`src/rtl/garuda_weight_pkg.sv`:
```
// Shared geometry, FSM state and job descriptor for the weight stream reader.
package garuda_weight_pkg;

    localparam int DEF_NUM_BANKS   = 4;
    localparam int DEF_ADDR_WIDTH  = 15;
    localparam int DEF_LEN_WIDTH   = 14;
    localparam int DEF_PASS_WIDTH  = 8;

    // The top address bits select the bank; the rest address a word inside it.
    localparam int BANK_SEL_WIDTH  = $clog2(DEF_NUM_BANKS);
    localparam int BANK_ADDR_WIDTH = DEF_ADDR_WIDTH - BANK_SEL_WIDTH;
    localparam int BANK_DEPTH      = 1 << BANK_ADDR_WIDTH;

    typedef enum logic [1:0] {
        ST_IDLE,
        ST_RUN,
        ST_DRAIN
    } state_t;

    typedef struct packed {
        logic [BANK_ADDR_WIDTH-1:0] base;
        logic [DEF_LEN_WIDTH-1:0]   len;
        logic [BANK_ADDR_WIDTH-1:0] stride;
        logic [DEF_PASS_WIDTH-1:0]  passes;
    } job_t;

endpackage

```
`src/rtl/weight_lane_fifo.sv`:
```
// Per-lane output FIFO holding {data, last}; head outputs come straight from
// storage registers, and the clear input empties it in one cycle.
module weight_lane_fifo #(
    parameter int DATA_WIDTH = 32,
    parameter int DEPTH      = 2
) (
    input  logic                  clk,
    input  logic                  clear,
    input  logic                  push,
    input  logic [DATA_WIDTH-1:0] push_data,
    input  logic                  push_last,
    input  logic                  pop,
    output logic [DATA_WIDTH-1:0] head_data,
    output logic                  head_last,
    output logic                  full,
    output logic                  empty
);

    localparam int PTR_WIDTH = (DEPTH > 1) ? $clog2(DEPTH) : 1;
    localparam int CNT_WIDTH = $clog2(DEPTH + 1);
    localparam logic [PTR_WIDTH-1:0] LAST_PTR = PTR_WIDTH'(DEPTH - 1);

    typedef struct packed {
        logic [DATA_WIDTH-1:0] data;
        logic                  last;
    } entry_t;

    entry_t               mem [DEPTH];
    logic [PTR_WIDTH-1:0] wr_ptr;
    logic [PTR_WIDTH-1:0] rd_ptr;
    logic [CNT_WIDTH-1:0] count;
    logic                 do_push;
    logic                 do_pop;

    assign full    = (count == CNT_WIDTH'(DEPTH));
    assign empty   = (count == '0);
    assign do_push = push && !full;
    assign do_pop  = pop && !empty;

    // An empty FIFO presents zeros so the lane outputs are quiet between jobs.
    assign head_data = empty ? '0 : mem[rd_ptr].data;
    assign head_last = empty ? 1'b0 : mem[rd_ptr].last;

    // Pointer and occupancy bookkeeping; clear wins over any push or pop.
    // NOTE: sequential state uses non-blocking (<=) so every register samples pre-edge values.
    always_ff @(posedge clk) begin
        if (clear) begin
            wr_ptr <= '0;
            rd_ptr <= '0;
            count  <= '0;
        end else begin
            if (do_push) wr_ptr <= (wr_ptr == LAST_PTR) ? '0 : wr_ptr + PTR_WIDTH'(1);
            if (do_pop)  rd_ptr <= (rd_ptr == LAST_PTR) ? '0 : rd_ptr + PTR_WIDTH'(1);
            if (do_push && !do_pop)      count <= count + CNT_WIDTH'(1);
            else if (do_pop && !do_push) count <= count - CNT_WIDTH'(1);
        end
    end

    // Entry storage write.
    // NOTE: storage is deliberately not reset; the empty flag masks stale contents.
    always_ff @(posedge clk) begin
        if (do_push) mem[wr_ptr] <= '{data: push_data, last: push_last};
    end

endmodule

```
`src/rtl/weight_stream_reader.sv`:
```
// Read-side sequencer: replays a strided tile from every bank in lockstep and
// streams bank n's words to lane n through a small per-lane FIFO.
module weight_stream_reader
    import garuda_weight_pkg::*;
#(
    parameter int DATA_WIDTH = 32,
    parameter int NUM_BANKS  = DEF_NUM_BANKS,
    parameter int ADDR_WIDTH = DEF_ADDR_WIDTH,
    parameter int LEN_WIDTH  = DEF_LEN_WIDTH,
    parameter int PASS_WIDTH = DEF_PASS_WIDTH,
    parameter int FIFO_DEPTH = 2
) (
    input  logic                                   clk_i,
    input  logic                                   rst_i,
    input  logic                                   start_i,
    input  logic                                   abort_i,
    input  logic [ADDR_WIDTH-$clog2(NUM_BANKS)-1:0] base_i,
    input  logic [LEN_WIDTH-1:0]                   len_i,
    input  logic [ADDR_WIDTH-$clog2(NUM_BANKS)-1:0] stride_i,
    input  logic [PASS_WIDTH-1:0]                  passes_i,
    output logic                                   busy_o,
    output logic                                   done_o,
    output logic                                   err_o,
    output logic [NUM_BANKS-1:0]                   rd_en_o,
    output logic [NUM_BANKS*ADDR_WIDTH-1:0]        rd_addr_o,
    input  logic [NUM_BANKS*DATA_WIDTH-1:0]        rd_data_i,
    input  logic [NUM_BANKS-1:0]                   rd_valid_i,
    output logic [NUM_BANKS-1:0]                   lane_valid_o,
    output logic [NUM_BANKS*DATA_WIDTH-1:0]        lane_data_o,
    output logic [NUM_BANKS-1:0]                   lane_last_o,
    input  logic [NUM_BANKS-1:0]                   lane_ready_i
);

    // Wide enough for base + (len-1)*stride without any truncation.
    localparam int SPAN_WIDTH = LEN_WIDTH + BANK_ADDR_WIDTH + 1;

    state_t                     state_q, state_d;
    job_t                       job_q, job_d;
    logic [LEN_WIDTH-1:0]       idx_q, idx_d;
    logic [PASS_WIDTH-1:0]      pass_q, pass_d;
    logic [BANK_ADDR_WIDTH-1:0] addr_q, addr_d;
    logic                       done_d, err_d;

    logic [NUM_BANKS-1:0]       full, empty, push;
    logic [SPAN_WIDTH-1:0]      span;
    logic                       job_ok, issue, read_fault, flush;
    logic                       last_word, final_word, fifo_clear;

    assign span = SPAN_WIDTH'(base_i)
                + SPAN_WIDTH'(len_i - LEN_WIDTH'(1)) * SPAN_WIDTH'(stride_i);
    assign job_ok = (len_i != '0) && (passes_i != '0)
                 && (span <= SPAN_WIDTH'(BANK_DEPTH - 1));

    // Reads issue in lockstep and stall globally while any lane is backed up.
    assign issue      = (state_q == ST_RUN) && !(|full);
    assign read_fault = issue && (rd_valid_i != '1);
    assign flush      = abort_i || read_fault;
    assign fifo_clear = rst_i || flush;

    assign last_word  = (idx_q == job_q.len - LEN_WIDTH'(1));
    assign final_word = last_word && (pass_q == job_q.passes - PASS_WIDTH'(1));

    assign busy_o       = (state_q != ST_IDLE);
    assign rd_en_o      = {NUM_BANKS{issue}};
    assign push         = {NUM_BANKS{issue && !flush}} & rd_valid_i;
    assign lane_valid_o = ~empty;

    for (genvar n = 0; n < NUM_BANKS; n++) begin : g_lane
        assign rd_addr_o[n*ADDR_WIDTH +: ADDR_WIDTH] =
            issue ? {BANK_SEL_WIDTH'(n), addr_q} : '0;

        weight_lane_fifo #(
            .DATA_WIDTH (DATA_WIDTH),
            .DEPTH      (FIFO_DEPTH)
        ) u_fifo (
            .clk       (clk_i),
            .clear     (fifo_clear),
            .push      (push[n]),
            .push_data (rd_data_i[n*DATA_WIDTH +: DATA_WIDTH]),
            .push_last (final_word),
            .pop       (lane_ready_i[n]),
            .head_data (lane_data_o[n*DATA_WIDTH +: DATA_WIDTH]),
            .head_last (lane_last_o[n]),
            .full      (full[n]),
            .empty     (empty[n])
        );
    end

    // Next-state, job latch, address walk and status pulses.
    // NOTE: every always_comb output gets a default first so no path infers a latch.
    always_comb begin
        state_d = state_q;
        job_d   = job_q;
        idx_d   = idx_q;
        pass_d  = pass_q;
        addr_d  = addr_q;
        done_d  = 1'b0;
        err_d   = 1'b0;

        if (flush) begin
            state_d = ST_IDLE;
            err_d   = read_fault;
        end else begin
            case (state_q)
                ST_IDLE: begin
                    if (start_i) begin
                        if (job_ok) begin
                            state_d = ST_RUN;
                            job_d   = '{base: base_i, len: len_i, stride: stride_i, passes: passes_i};
                            idx_d   = '0;
                            pass_d  = '0;
                            addr_d  = base_i;
                        end else begin
                            err_d = 1'b1;
                        end
                    end
                end
                ST_RUN: begin
                    if (issue) begin
                        if (last_word) begin
                            idx_d  = '0;
                            addr_d = job_q.base;
                            pass_d = pass_q + PASS_WIDTH'(1);
                            if (final_word) state_d = ST_DRAIN;
                        end else begin
                            idx_d  = idx_q + LEN_WIDTH'(1);
                            addr_d = addr_q + job_q.stride;
                        end
                    end
                end
                ST_DRAIN: begin
                    if (&empty) begin
                        state_d = ST_IDLE;
                        done_d  = 1'b1;
                    end
                end
                default: state_d = ST_IDLE;
            endcase
        end
    end

    // State and counter registers with synchronous reset.
    always_ff @(posedge clk_i) begin
        if (rst_i) begin
            state_q <= ST_IDLE;
            job_q   <= '0;
            idx_q   <= '0;
            pass_q  <= '0;
            addr_q  <= '0;
            done_o  <= 1'b0;
            err_o   <= 1'b0;
        end else begin
            state_q <= state_d;
            job_q   <= job_d;
            idx_q   <= idx_d;
            pass_q  <= pass_d;
            addr_q  <= addr_d;
            done_o  <= done_d;
            err_o   <= err_d;
        end
    end

endmodule

```
`config.mk`:
```
export PLATFORM = sky130hd
export DESIGN_NAME = weight_stream_reader
export DESIGN_NICKNAME = d
export VERILOG_FILES = /design/src/rtl/garuda_weight_pkg.sv /design/src/rtl/weight_lane_fifo.sv /design/src/rtl/weight_stream_reader.sv
export SDC_FILE = /design/constraint.sdc
export NUM_CORES = 1
export LEC_CHECK = 0
export CORE_ASPECT_RATIO = 0.9
export CORE_MARGIN = 3
export CORE_UTILIZATION = 41
export DETAILED_ROUTE_END_ITERATION = 8
export PLACE_DENSITY = 0.65
export SYNTH_ARGS = -nofsm -noshare
export SYNTH_HDL_FRONTEND = slang
export SYNTH_SLANG_ARGS = --single-unit
```
`constraint.sdc`:
```
create_clock -name clk_i -period 24.7 [get_ports clk_i]
set_input_delay 4.94 -clock clk_i [delete_from_list [all_inputs] [get_ports clk_i]]
set_output_delay 4.94 -clock clk_i [all_outputs]
set_load 0.02 [all_outputs]
```
== After elaboration in Yosys (flattened, before gate mapping) ==
Memory sizes are Yosys's and may differ from the RTL's. A register that Yosys moved wholly into a read port is not among the register bits.
Cells that the tools add are included.
Word-level totals
  input port bits: 188
  bits in writable memories: 264
  flip-flop bits (word level): 103
  word-level logic and storage cells: 204
  memories kept: 4
Memories
  g_lane[0].u_fifo.mem: words 2, bits a word 33, rd ports 1, clocked after memory_dff 1, write ports 1, RTL line weight_lane_fifo.sv:28  | entry_t mem [DEPTH];
  g_lane[1].u_fifo.mem: words 2, bits a word 33, rd ports 1, clocked after memory_dff 1, write ports 1, RTL line weight_lane_fifo.sv:28
  g_lane[2].u_fifo.mem: words 2, bits a word 33, rd ports 1, clocked after memory_dff 1, write ports 1, RTL line weight_lane_fifo.sv:28
  g_lane[3].u_fifo.mem: words 2, bits a word 33, rd ports 1, clocked after memory_dff 1, write ports 1, RTL line weight_lane_fifo.sv:28
Cells by class
  equality and inequality tests: 15
  bitwise operators: 4
  muxes and demuxes: 71
  add/sub/neg operators: 23
  $mul: 1
  order comparisons: 1
  reductions and logical operators: 63
Operators with widths (number)
  32-bit 2-to-1 mux: 4
  14-bit 2-to-1 mux: 5
  13-bit 2-to-1 mux: 5
  1-bit 2-to-1 mux: 33
  8-bit 2-to-1 mux: 4
  15-bit 2-to-1 mux: 2
  13-bit by 28-bit adder with 28-bit output: 1
  28-bit by 13-bit <= comparator with 1-bit output, second input constant: 1
  15-bit by 14-bit multiplier with 28-bit output: 1
  2-bit 2-to-1 mux: 14
  14-bit case mux with 2 select lines: 1
  13-bit case mux with 2 select lines: 1
  1-bit logical AND: 22
  1-bit logical NOT: 18
  8-bit case mux with 2 select lines: 1
  14-bit by 1-bit subtractor with 15-bit output, second input constant: 1
  14-bit by 1-bit adder with 14-bit output, second input constant: 1
  14-bit equality test: 1
  14-bit nonzero test: 1
  14-bit by 1-bit subtractor with 14-bit output, second input constant: 1
  13-bit adder: 1
  6-bit AND reduction: 2
  2-bit nonzero test: 6
  2-bit equality test, second input constant: 5
  22 further kinds: 46

== Logic depth before layout (Yosys ltp) ==
Gate-level depths: netlist of run 1.
  word-level depth: 14
  gate-level depth with buffers: 33
  gate-level depth less buffers: 29

== Cells and area by module ==
From an unflattened synthesis of run 1, not the netlist that was laid out.
Unflattened totals
  cells, all modules: 2335
  area total of the unflattened synthesis: 24593.6 um^2
Modules (own cells, without submodules)
  weight_stream_reader: area each 13798.2 um^2, cells an instance 1679, times used 1
  weight_lane_fifo: area each 2698.8 um^2, cells an instance 164, times used 4

== Worst setup path after synthesis of run 1 ==
OpenSTA, ideal clock, no wires.
  path kind: input -> register
  from: input len_i[0]
  to: register job_q[0] (netlist name)
  library setup time: 128 ps
  stages: 31
  path buffers: 4
  setup slack: 11785 ps
  data arrival time: 12788 ps
  path through: clkbuf_1 -> inv_1 -> ha_1 -> nand3b_1 -> or4_1 -> nor3_1 -> xor2_1 -> clkbuf_1 -> and2_1 -> fa_1 -> inv_1 -> fa_1 -> inv_1 -> fa_1 -> fa_1 -> fa_1 -> inv_1 -> fa_1 -> inv_1 -> ha_1 -> and2_1 -> a221oi_1 -> a31oi_4 -> xnor2_1 -> or4_1 -> or3b_1 -> nor4_2 -> buf_6 -> buf_12 -> mux2i_1 -> nor2_1
Between the ends
  cells in the longest elaborated chain, start to end: 6
  elaborated cells on any way between the ends: 8
  those cells by class: 2 x add/sub; 1 x mul; 1 x order compare; 4 x reduce/logical
RTL lines
  start, declared: RTL line weight_stream_reader.sv:18  | input logic [LEN_WIDTH-1:0] len_i,
  14-bit by 1-bit subtractor with 15-bit output: RTL line weight_stream_reader.sv:50  | + SPAN_WIDTH'(len_i - LEN_WIDTH'(1)) * SPAN_WIDTH'(stride_i);
  15-bit by 14-bit multiplier with 28-bit output: RTL line weight_stream_reader.sv:50
  13-bit by 28-bit adder with 28-bit output: RTL line weight_stream_reader.sv:50
  28-bit by 13-bit <= comparator with 1-bit output: RTL line weight_stream_reader.sv:52  | && (span <= SPAN_WIDTH'(BANK_DEPTH - 1));
  1-bit logical AND *: RTL line weight_stream_reader.sv:52
  4-bit AND reduction (no source line) *
  end signal, assigned: RTL line weight_stream_reader.sv:154  | job_q <= job_d;
  end, declared: RTL line weight_stream_reader.sv:38  | job_t job_q, job_d;
Mark *: on every way between the ends. The rest lies on a longest branch, timed or not.
A chain may end at the register's enable or synchronous reset.

== Worst setup path after layout of run 1 ==
  from: input len_i[0]
  to: register addr_q[11]
Between the ends
  cells in the longest elaborated chain, start to end: 7
  elaborated cells on any way between the ends: 9
  those cells by class: 2 x add/sub; 1 x mul; 1 x order compare; 1 x eq/ne; 4 x reduce/logical
RTL lines
  14-bit by 1-bit subtractor with 15-bit output: RTL line weight_stream_reader.sv:50
  15-bit by 14-bit multiplier with 28-bit output: RTL line weight_stream_reader.sv:50
  13-bit by 28-bit adder with 28-bit output: RTL line weight_stream_reader.sv:50
  28-bit by 13-bit <= comparator with 1-bit output: RTL line weight_stream_reader.sv:52
  1-bit logical AND *: RTL line weight_stream_reader.sv:52
  2-bit != test (no source line) *
  5-bit AND reduction (no source line) *
  end signal, assigned: RTL line weight_stream_reader.sv:157  | addr_q <= addr_d;
  end, declared: RTL line weight_stream_reader.sv:41  | logic [BANK_ADDR_WIDTH-1:0] addr_q, addr_d;
Marked as above.

==> impl_metrics.tcl, run 1 <==
set metrics [dict create \
    status "complete, no violations" \
    grt_pass1_wl_um 101000 \
    cts_root_buf "clkbuf_16" \
    place.port_buffers 386 \
    antenna_found_initial 6 \
    min_period_ns 14.86 \
    pin_count 391 \
    tightest_slew_ns 1.29 \
    wirelength_um 63400 \
    grt_usage_pct 20.1 \
    syn_area_um2 24600 \
    synth.most_common_cell "inv_1" \
    leakagePower_nw 11.6 \
    cpMostUsedCell "fa_1" \
    drv_cap 0 \
    end_kind "flip-flop" \
    vias 17200 \
    critPathLaunchType "primary input" \
    cts-buffers-inserted 41 \
    whs_ns 0.490 \
    hp-start "addr_q[3]" \
    yosys-top-cells-area "edfxtp_1 (32%), fa_1 (16%), dfxtp_1 (8.7%)" \
    synth_edf_count 264 \
    ff2ff_path_depth 10 \
    maxSlewHeadroom_pct 13.7 \
    fin_skew_ns 0.0171 \
    grt_pass1_vias 18100 \
    gr-total-overflow 0 \
    gp_congestion 0.887 \
    rsz0062_at_grt "no" \
    async_flop_share_pct 0 \
    drive_gt1_share_pct 3.94 \
    dp_hpwl_um 47900 \
    via_per_inst 5.07 \
    routedWlPerCell_um 18.7 \
    crit_path_max_incr_delay_ns 0.88 \
    setup_viol 0 \
    core_um2 58900 \
    hold_end "addr_q[3]" \
    r2r_end "idx_q[11]" \
    total_power_mw 2.74 \
    hold_viol 0 \
    hold_depth 2 \
    htreeDepth 2 \
    start_util_pct 41.8 \
    num_rows 84 \
    fin_crit_sh_pct 60.2 \
    path_class "in2reg" \
    ys_types 78 \
    area_growth_pct 22.1 \
    clockBufferDepth 3 \
    hp-class "reg2reg" \
    cts.clk_slew.worst_paths_ns 0.05 \
    worstSkewPairLatency_ns 0.55 \
    final_util_pct 51.0 \
    ys_warn_count 0 \
    nets 3068 \
    avgSynthCellArea_um2 10.7 \
    drtPass1Iterations 5 \
    drtAntennaViolNets 0 \
    ir_drop_mv 0.103 \
    post-cts-setup-buffers 0 \
    drtIter0Drc 1066 \
    die_height_um 238 \
    numClockSinks 371 \
    route.detailed.drc 0 \
    ys_seq_area_share_pct 40.9 \
    slew_violations 0 \
    crit_fanout 14 \
    required_ns 25.13 \
    yosysTopAreaCell "edfxtp_1" \
    tns_ns 0 \
    synth_cells 2289 \
    grt_max_degree 70 \
    hold_buffers 0 \
    die_area_um2 63000 \
    reg2reg_from "g_lane[2].u_fifo.count[0]" \
    synth_top_area_share_pct 32.2 \
    synth_common_cells "inv_1 (283), nor2_1 (269), edfxtp_1 (264)" \
    arrival_ns 15.29 \
    synth-seq-cells 371 \
    die_w_um 264 \
    timing.fmax_mhz 67.3 \
    p_per_area_nw_per_um2 91.2 \
    cts_resized 0 \
    postSynth.topFlopCell "edfxtp_1" \
    worst-r2r-setup-slack_ns 20.69 \
    cts_tree "built" \
    cp_slowest_cell "xor2_1" \
]
-- power by group --
group          leakage [nW]  total (mW)  internal [mW]  switching, mW
logic                  7.72        1.49          0.577          0.911
clock network         0.627       0.585          0.343          0.242
registers              3.26       0.665          0.665       0.000181
-- per-stage QoR --
step	worst slack [ns]	cell area, um2	cells
after floorplan	11.78	24600	2292
after global placement	9.60	28800	3317
after detailed placement	9.39	28800	3317
after CTS	9.98	30000	3391
after global routing	9.37	30000	3393
final	9.84	30000	3396
-- final cells by class --
| type | count | area (um2) |
|---|---|---|
| fillers | 5201 | 28800 |
| multi-input cells | 1484 | 12600 |
| flip-flops and latches | 371 | 10100 |
| repair buffers | 405 | 4000 |
| clock buffers | 54 | 1080 |
| inverters | 283 | 1060 |
| well taps | 774 | 968 |
| clock inverters | 20 | 196 |
| diodes | 5 | 12.5 |
-- placed cells by master, fill, tap and decap left out, types with 8 or more instances in the layout --
| cell type | instances |
|---|---|
| mux2i_1 | 195 |
| xnor2_1 | 48 |
| and2_1 | 90 |
| fa_1 | 200 |
| xor2_1 | 46 |
| dfxtp_1 | 103 |
| edfxtp_1 | 264 |
| a31oi_1 | 13 |
| a211oi_1 | 13 |
| nand3_1 | 31 |
| a21oi_1 | 55 |
| inv_1 | 283 |
| clkdlybuf4s50_1 | 385 |
| nand2b_1 | 14 |
| ha_1 | 94 |
| buf_4 | 19 |
| nor3_1 | 29 |
| nor4_1 | 10 |
| nor2b_1 | 24 |
| nor2_1 | 261 |
| a21o_1 | 9 |
| o21ai_0 | 54 |
| nand2_1 | 147 |
| clkbuf_1 | 12 |
| clkbuf_16 | 41 |
| nand4_1 | 8 |
| and3_1 | 20 |
-- sequential cells by signal, indices dropped and copies added, names as in the netlist, named ones only --
register,count
g_lane.u_fifo.mem,264
idx_q,14
pass_q,8
addr_q,13
g_lane.u_fifo.rd_ptr,4
err_o,1
g_lane.u_fifo.count,8
state_q,2
g_lane.u_fifo.wr_ptr,4
job_q,48
done_o,1
-- cells by family after synthesis --
| family | after synthesis | share of synthesized area (%) |
|---|---|---|
| and+or+nand+nor | 683 | 13.1 |
| adders and majority gates | 294 | 21.1 |
| other | 1 | 0.0152 |
| muxes | 197 | 8.02 |
| DFF | 371 | 40.9 |
| buffers and inverters | 437 | 7.89 |
| xor gates and xnor gates | 95 | 3.44 |
| AOI/OAI and AO/OA | 211 | 5.51 |
-- critical path: cells and delay by family --
family	cells	cell delay (ns)
adder cells (fa/ha/maj)	8	3.40
AND/OR/NAND/NOR	7	2.68
AO/OA/AOI/OAI	6	1.75
buffers and inverters	6	1.24
XOR/XNOR	1	0.88
multiplexers	1	0.40
-- routing by layer --
layer  vias to the layer above  global-route usage [%]  part of all wire (%)
met5                         -                       0                 0.019
met4                         2                    5.50                   2.2
met3                        86                    5.97                   7.8
met2                       483                    33.2                    48
met1                      8497                    25.9                    42
li1                       8156                       -                     -
-- worst max-delay path by stage --
stage                            end  cells past startpoint     start  slack, ns
final                     addr_q[11]                     29  len_i[0]       9.84
after detailed placement  addr_q[11]                     29  len_i[0]       9.39
after CTS                 addr_q[11]                     29  len_i[0]       9.98
after global routing      addr_q[11]                     28  len_i[0]       9.37
after floorplan             job_q[0]                     31  len_i[0]      11.78
after global placement    addr_q[11]                     29  len_i[0]       9.60
Power figures use the tool's default switching activity.
==> run 2: changes to the inputs <==
--- a/config.mk
+++ b/config.mk
@@ -9,7 +9,7 @@
 export CORE_MARGIN = 3
 export CORE_UTILIZATION = 41
 export DETAILED_ROUTE_END_ITERATION = 8
-export PLACE_DENSITY = 0.65
+export PLACE_DENSITY = 0.67
 export SYNTH_ARGS = -nofsm -noshare
 export SYNTH_HDL_FRONTEND = slang
 export SYNTH_SLANG_ARGS = --single-unit
==> constraint.sdc (replaced) <==
create_clock -name clk_i -period 12.87 [get_ports clk_i]
set_input_delay 2.574 -clock clk_i [delete_from_list [all_inputs] [get_ports clk_i]]
set_output_delay 2.574 -clock clk_i [all_outputs]
set_load 0.02 [all_outputs]
==> run 2 against run 1 <==
  * Total power up 90%
  * Die area unchanged
  * Via count rose by 0.67%
  * Sequential share of layout area shrank 0.12 points
  * Largest power group unchanged
  * Core utilization is 0.19 points higher
  * Sequential power is 92% higher
  * Sequential cell count stayed put
  * Critical path depth rose by 2
  * Combinational power rose by 89%
  * Highest routed layer unchanged
  * Final cell count grew 0.21%
  * Non-clock buffer count rose by 10
  * Critical path type unchanged
  * Setup slack got worse by 8.5 ns
==> impl_metrics.tcl, run 2 (synthesis gave the netlist of run 1 again) <==
set metrics [dict create \
    status "complete, no violations" \
    p_per_area_nw_per_um2 173 \
    total_power_mw 5.22 \
    core_um2 58900 \
    leakagePower_nw 11.7 \
    largest_register "g_lane.u_fifo.mem" \
    grt_pass1_vias 18200 \
    cpMostUsedCell "fa_1" \
    grt_pass1_wl_um 101000 \
    slew_violations 0 \
    fin_crit_sh_pct 89.7 \
    wirelength_um 63800 \
    post-cts-setup-buffers 0 \
    ir_drop_mv 0.237 \
    fillers 5266 \
    hold_depth 2 \
    dp_hpwl_um 48600 \
    required_ns 13.32 \
    route.detailed.drc 0 \
    via_per_inst 5.10 \
    maxSlewHeadroom_pct 29.0 \
    end_kind "flip-flop" \
    cts_resized 0 \
    crit_path_max_incr_delay_ns 0.76 \
    ff2ff_path_depth 10 \
    start_util_pct 41.8 \
    area_growth_pct 22.6 \
    die_area_um2 63000 \
    cp_slowest_cell "or4_1" \
    htreeDepth 2 \
    hold_buffers 0 \
    placed_cells 3327 \
    gp_congestion 0.892 \
    cts.clk_slew.worst_paths_ns 0.06 \
    reg2reg_from "g_lane[2].u_fifo.count[0]" \
    cts_tree "built" \
    vias 17300 \
    cts-buffers-inserted 41 \
    hold_viol 0 \
    drtIter0Drc 928 \
    largest_reg_flops 264 \
    pin_count 391 \
    worstSkewPairLatency_ns 0.56 \
    cts_root_buf "clkbuf_16" \
    arrival_ns 11.98 \
    critPathLaunchType "primary input" \
    crit_fanout 14 \
    path_class "in2reg" \
    grt_max_degree 70 \
    min_period_ns 11.54 \
    tightest_slew_ns 1.06 \
    grt_usage_pct 20.2 \
    num_rows 84 \
    rsz0062_at_grt "no" \
    critPathLaunch "len_i[0]" \
    place.port_buffers 386 \
    nets 3078 \
    numClockSinks 371 \
    fin_skew_ns 0.0432 \
    layout_top_registers "g_lane.u_fifo.mem (264), job_q (48), idx_q (14)" \
    drtAntennaViolNets 0 \
    routedWlPerCell_um 18.8 \
    antenna_found_initial 3 \
    drive_gt1_share_pct 4.26 \
    hp-class "reg2reg" \
    tns_ns 0 \
    layout_common_cells "clkdlybuf4s50_1 (385), inv_1 (283), edfxtp_1 (264)" \
    die_height_um 238 \
    timing.fmax_mhz 86.7 \
    die_w_um 264 \
    final_common_cell "clkdlybuf4s50_1" \
    fin_cells 3403 \
    drv_cap 0 \
    clockBufferDepth 3 \
    hp-start "addr_q[6]" \
    drtPass1Iterations 5 \
    setup_viol 0 \
    gr-total-overflow 0 \
]
-- run 2: cell count changes in the layout (fill, tap and decap cells not counted), moves of 2 or more --
cell / delta
clkbuf_1: +5
diode_2: -3
clkinv_1: -4
buf_4: +9
clkinv_2: -2
clkbuf_8: +2
-- run 2: layout make-up --
| type | instances | area [um2] | share of cell area, % |
|---|---|---|---|
| clock inverters | 13 | 180 | 0.597 |
| diodes | 2 | 5.00 | 0.0166 |
| repair buffers | 415 | 4090 | 13.6 |
| clock buffers | 61 | 1130 | 3.75 |
| multi-input cells | 1484 | 12600 | 41.9 |
| flip-flops and latches | 371 | 10100 | 33.4 |
| inverters | 283 | 1060 | 3.52 |
| well taps | 774 | 968 | 3.21 |
-- run 2: worst paths after layout --
kind,end,slack [ns]
max reg2reg,idx_q[11],8.90
min,addr_q[6],0.49
max,addr_q[11],1.33
min reg2reg,addr_q[6],0.49
-- run 2: worst max-delay path, delay by kind of cell --
family	cells	cell delay, ns
compound gates	6	1.57
mux	1	0.34
buf+inv	8	1.53
simple gates	7	2.10
fa+ha+maj	8	3.70
xor+xnor	1	0.12
-- run 2: power by group --
group | internal [mW] | leakage (nW) | switching, mW
registers | 1.28 | 3.26 | 0.000356
clock network | 0.673 | 0.633 | 0.461
logic | 1.10 | 7.77 | 1.70
-- run 2: metrics by stage --
stage	area (um2)	setup WS, ns	hold WS (ns)	utilization (%)
global route	30200	0.854	0.521	51.2
finish	30200	1.33	0.494	51.2
global placement	28800	0.946	0.467	49.0
detailed placement	28800	0.777	0.484	49.0
floorplan	24600	2.32	0.441	-
CTS	30200	1.36	0.500	51.2
-- run 2: layer usage --
metal	up-vias	wire length, um	global-route usage (%)	part of all wire, %
met2	521	30700	33.1	48
met3	102	5090	6.32	8.0
li1	8167	-	-	-
met5	-	7	0	0.011
met1	8547	26400	25.9	41
met4	2	1640	5.95	2.6
